File: src/rtl/sad_block_sequencer.sv
// Fetches ROWS rows per block into the SAD engine, clears it first, drains it and captures the 16-bit SAD.
// Latency: 2 clear cycles + (2 + read latency - 1) per row + SAD_LAT + 1; no backpressure, one read outstanding.
module sad_block_sequencer #(
  parameter int ROWS    = 8,
  parameter int ADDR_W  = 8,
  parameter int SAD_LAT = 2
) (
  input  logic              clk,
  input  logic              reset,
  input  logic              start,
  input  logic [ADDR_W-1:0] base_addr,
  output logic              busy,
  output logic              rd_req,
  output logic [ADDR_W-1:0] rd_addr,
  input  logic              rd_valid,
  input  logic [63:0]       rd_org_row,
  input  logic [63:0]       rd_ref_row,
  output logic              sad_reset,
  output logic [63:0]       org_row,
  output logic [63:0]       ref_row,
  input  logic [15:0]       sad_final_sum,
  output logic              sad_valid,
  output logic [15:0]       sad_result
);

  localparam int RW = $clog2(ROWS + 1);
  localparam int DW = (SAD_LAT < 1) ? 1 : $clog2(SAD_LAT + 1);

  typedef enum logic [2:0] {
    IDLE,
    CLEAR,
    FETCH,
    WAIT,
    DRAIN,
    DONE
  } state_t;

  state_t            state_q, state_d;
  logic [RW-1:0]     row_q, row_d;
  logic [ADDR_W-1:0] base_q, base_d;
  logic              clr_q, clr_d;
  logic [DW-1:0]     drain_q, drain_d;
  logic [63:0]       org_q, org_d;
  logic [63:0]       ref_q, ref_d;
  logic              sad_reset_q, sad_reset_d;
  logic [15:0]       result_q, result_d;

  always_comb begin
    state_d  = state_q;
    row_d    = row_q;
    base_d   = base_q;
    clr_d    = clr_q;
    drain_d  = drain_q;
    org_d    = '0;
    ref_d    = '0;
    result_d = result_q;
    case (state_q)
      IDLE: begin
        if (start) begin
          base_d  = base_addr;
          row_d   = '0;
          clr_d   = 1'b0;
          state_d = CLEAR;
        end
      end
      CLEAR: begin
        clr_d = 1'b1;
        if (clr_q) state_d = FETCH;
      end
      FETCH: state_d = WAIT;
      WAIT: begin
        if (rd_valid) begin
          org_d = rd_org_row;
          ref_d = rd_ref_row;
          row_d = row_q + RW'(1);
          if (row_q == RW'(ROWS - 1)) begin
            drain_d = '0;
            state_d = DRAIN;
          end else begin
            state_d = FETCH;
          end
        end
      end
      // Drain starts in the cycle the last row is on the bus; the sum is final SAD_LAT cycles later.
      DRAIN: begin
        if (drain_q == DW'(SAD_LAT)) begin
          result_d = sad_final_sum;
          state_d  = DONE;
        end else begin
          drain_d = drain_q + DW'(1);
        end
      end
      DONE:    state_d = IDLE;
      default: state_d = IDLE;
    endcase
    sad_reset_d = (state_d == CLEAR);
  end

  // sad_reset is registered so the engine stays cleared while reset is asserted.
  always_ff @(posedge clk or negedge reset) begin
    if (!reset) begin
      state_q     <= IDLE;
      row_q       <= '0;
      base_q      <= '0;
      clr_q       <= 1'b0;
      drain_q     <= '0;
      org_q       <= '0;
      ref_q       <= '0;
      sad_reset_q <= 1'b1;
      result_q    <= '0;
    end else begin
      state_q     <= state_d;
      row_q       <= row_d;
      base_q      <= base_d;
      clr_q       <= clr_d;
      drain_q     <= drain_d;
      org_q       <= org_d;
      ref_q       <= ref_d;
      sad_reset_q <= sad_reset_d;
      result_q    <= result_d;
    end
  end

  assign busy       = (state_q != IDLE) && (state_q != DONE);
  assign rd_req     = (state_q == FETCH);
  assign rd_addr    = base_q + ADDR_W'(row_q);
  assign sad_valid  = (state_q == DONE);
  assign sad_reset  = sad_reset_q;
  assign org_row    = org_q;
  assign ref_row    = ref_q;
  assign sad_result = result_q;

endmodule
File: config.mk
export PLATFORM = sky130hd
export DESIGN_NAME = sad_block_sequencer
export DESIGN_NICKNAME = d
export VERILOG_FILES = /design/src/rtl/sad_block_sequencer.sv
export SDC_FILE = /design/constraint.sdc
export NUM_CORES = 1
export LEC_CHECK = 0
export BUFFER_PORTS_ARGS = -buffer_cell sky130_fd_sc_hd__buf_2
export CAP_MARGIN = 20
export CORE_AREA = 2 2 120 122
export DETAILED_ROUTE_END_ITERATION = 16
export DIE_AREA = 0 0 122 124
export PLACE_DENSITY = 0.76
export SLEW_MARGIN = 0
export SYNTH_ARGS = -nofsm -noshare
export SYNTH_HDL_FRONTEND = slang
export SYNTH_SLANG_ARGS = --single-unit
File: constraint.sdc
create_clock -name clk -period 3.8 [get_ports clk]
set_clock_uncertainty 0.05 [all_clocks]
set_input_delay 0.38 -clock clk [delete_from_list [all_inputs] [get_ports clk]]
set_output_delay 0.38 -clock clk [all_outputs]
set_load 0.02 [all_outputs]
==> summary.md <==
| Metric | Value |
|---|---|
| Outcome | `complete, no violations` |
| WHS | `roughly 0.0042 ns` |
| CP arrival | `between 2 and 2.5 ns` |
| Vias per cell | `about 4.6` |
| Post-synth EDFFs | `0` |
| Largest cells by area after synthesis | `dfrtp_1 70%, and2_1 14%, mux2_2 4.8%` |
| CP Launch Type | `flop` |
| Slew @ Worst Pin | `0.921 ns` |
| Synth cell types | `40` |
| Final Instance Count excl. Fillers | `between 900 and 1000` |
| Setup TNS | `0 ns` |
| Avg Inst Size Synth | `roughly 14 µm²` |
| First-pass GRT wire length | `around 21000 µm` |
| Clk pwr share | `around 30%` |
| Worst-skew pair later-pin latency | `0.41 ns` |
| Share of post-route cells with drive strength above 1 | `roughly half` |
| Async SR Flop Fraction | `between 90% and 100%` |
| Initial antenna violation count | `3` |
| Achievable Freq | `between 300 and 400 MHz` |
| Final Hold Fails | `0` |
| Crit end category | `output pin` |
| GRT Total Usage | `18.3%` |
| Core box area | `13700 µm²` |
| P_sw | `between 0.0015 and 0.002 W` |
| CTS clk-pin slew, worst paths | `~0.060 ns` |
| Flops & latches, synth | `about 160` |
| CP top delay family | `adder cells` |
| Maximum VDD drop | `0.000418 V` |
| Worst Path Class, Setup | `flop to output pin` |
| Synthesized Nets | `roughly 580` |
| Total Routed Length | `between 10000 and 15000 µm` |
| Io pins | `approximately 310` |
| H-tree depth | `4` |
| Die Wd | `122 µm` |
| Slowest CP cell | `dfrtp_1` |
| Register share of total power | `approximately 40%` |
| Max FO, Critical Path | `4` |
| First drt pass iteration count | `4` |
| DRT iter0 DRCs | `between 150 and 200` |
| RSZ-0062 raised after global routing | `false` |
| Nets | `roughly 900` |
| Top-count cell post-synth | `dfrtp_1` |
| Final ANT Viol Nets | `0` |
| # setup viols final | `0` |
| Root Driver | `clkbuf_16` |
| Relative slew slack | `about two fifths` |
| Starting Density | `between 40% and 50%` |
| Vias | `approximately 4200` |
| Worst hold path type | `primary input to async pin` |
| Clock tree buffer depth | `2` |
| Cells resized by post-CTS repair | `0` |
| Filler instances | `around 1100` |
| Period minus WS final | `2.55 ns` |
| Total congestion overflow | `0` |
| Post-DP HPWL | `~11000 µm` |
| Setup bufs post-CTS | `0` |
| Max_cap viols | `0` |
| CTS buffer count | `17` |
| Hold_buf cts | `0` |
| Area Growth Syn to Fin | `40.2%` |
| WP buf/inv | `1` |
| Chip height | `between 100 and 150 µm` |
| Post-Syn Instances | `413` |
| I/O Buffers | `about 310` |
| Pwr dens | `between 700 and 800 nW/µm²` |
| Vias in the first global route | `roughly 4200` |
| Clock sinks | `roughly 160` |
| CP peak stage delay | `0.41 ns` |
| Cell Int Power | `0.00395 W` |
| Most frequent cells after synthesis | `162 x dfrtp_1, 129 x and2_1, 25 x mux2_2, 9 x clkbuf_2, 8 x nand2_1` |
| RD Place Congestion | `approximately 0.81` |
| Placed cell count | `~900` |
| Leading area contributor after synthesis | `dfrtp_1` |
| Die ar. | `15100 µm²` |
| Combinational Power Share | `roughly 31%` |
| Sequential-to-total area share from yosys stat | `70.1%` |
| Drc violations | `0` |
| Fin crit share | `approximately two thirds` |
| # rows | `43` |
| Cell Area, Synth | `approximately 5800 µm²` |
| Pin count of the biggest net entering global routing | `between 100 and 150` |
| Pleak | `about 4.6 nW` |
| Ys Warns | `0` |
| Switching Share | `33.2%` |
| Instance count on the critical path | `6` |
| Routed length per instance | `roughly 16 µm` |
| Max-slew violations | `0` |
| Register area | `4080 µm²` |
| CTS tree | `yes` |
| Multi-input logic area | `around 1600 µm²` |
| CP cell instances | `ha_1 > fa_1 > a21oi_1 > o21ai_0 > xor2_1 > buf_2` |
| Top-area cell type share of the netlist area | `~70%` |
| Reg2reg path depth | `3` |
| Critical Path RT | `3.37 ns` |
| Ys flop type | `dfrtp_1` |
power by group through the flow:
stage | logic, W | registers (W) | clock network, W
after CTS | 0.00183 | 0.00232 | 0.00184
after floorplan | 0.000858 | 0.00266 | 0
after global routing | 0.00195 | 0.00235 | 0.00191
after global placement | 0.00178 | 0.00232 | 0
after detailed placement | 0.00182 | 0.00235 | 0
final | 0.00181 | 0.00231 | 0.00179
area by class of cell:
| class | count | area share, % |
|---|---|---|
| flip-flops and latches | 163 | 50.0 |
| multi-input cells | 224 | 19.8 |
| repair buffers | 316 | 19.6 |
| clock buffers | 19 | 5.30 |
| well taps | 180 | 2.76 |
| clock inverters | 10 | 2.27 |
| inverters | 5 | 0.230 |
| diodes | 2 | 0.0613 |
worst paths after layout:
| kind | end | slack (ns) | from |
|---|---|---|---|
| worst max-delay path | rd_addr[6] | 1.25 | row_q[0] |
| worst min-delay path | base_q[6] | 0.004 | reset |
| worst max register to register | ref_row[20] | 1.41 | state_q[0] |
| worst min register to register | sad_result[11] | 0.46 | sad_result[11] |
| max in group asynchronous | ref_row[30] | 2.78 | reset |
| min in group clk | org_row[59] | 0.12 | rd_org_row[59] |
through the flow:
stage	setup WS, ns	total power [W]	cell area, µm²	util [%]
after floorplan	1.71	0.00352	5820	-
after global placement	1.56	0.00410	7530	54.9
after detailed placement	1.43	0.00417	7530	54.9
after CTS	1.20	0.00599	8150	59.4
after global routing	1.11	0.00622	8160	59.5
final	1.25	0.00591	8160	59.5
cells in the final DEF, fill, tap and decap left out, types with 2 or more instances in the layout:
cell type | Yosys | routed
clkinv_4 | 0 | 2
dfrtp_1 | 162 | 162
or3_1 | 2 | 2
a21oi_1 | 7 | 7
clkinv_2 | 0 | 2
clkbuf_1 | 6 | 2
diode_2 | 0 | 2
o22ai_1 | 2 | 2
nor2_1 | 2 | 2
buf_2 | 1 | 310
mux2i_1 | 2 | 2
xnor2_1 | 4 | 4
o21ai_0 | 4 | 4
bufinv_16 | 0 | 5
a21o_1 | 3 | 3
ha_1 | 6 | 6
mux2_2 | 25 | 25
buf_4 | 5 | 4
nor2b_1 | 2 | 2
a22o_1 | 2 | 2
xor2_1 | 3 | 3
and2_1 | 129 | 129
nor3b_1 | 2 | 2
inv_1 | 5 | 5
nand2_1 | 8 | 8
clkbuf_16 | 0 | 17
nor3_1 | 2 | 2
nand3_1 | 4 | 4
registers in the layout (all words and copies together), names as in the netlist:
register / flops
sad_result: 16
sad_reset: 1
drain_q: 2
state_q: 3
org_row: 64
row_q: 4
ref_row: 64
base_q: 8
clr_q: 1
cells by family after synthesis:
group | synth area share [%]
compound gates | 2.56
fa+ha+maj | 1.63
buf+inv | 2.21
mux | 5.18
simple gates | 17.3
flops | 70.1
xor+xnor | 1.05
layer usage:
layer  global-route usage, %  wire (µm)  part of all wire (%)
met1                    21.0       5480                    38
met2                    31.0       7450                    52
met3                    5.86       1160                   8.1
met4                    9.41        350                   2.4
met5                       0         10                 0.069
No activity file was read; power rests on OpenSTA's default activity.
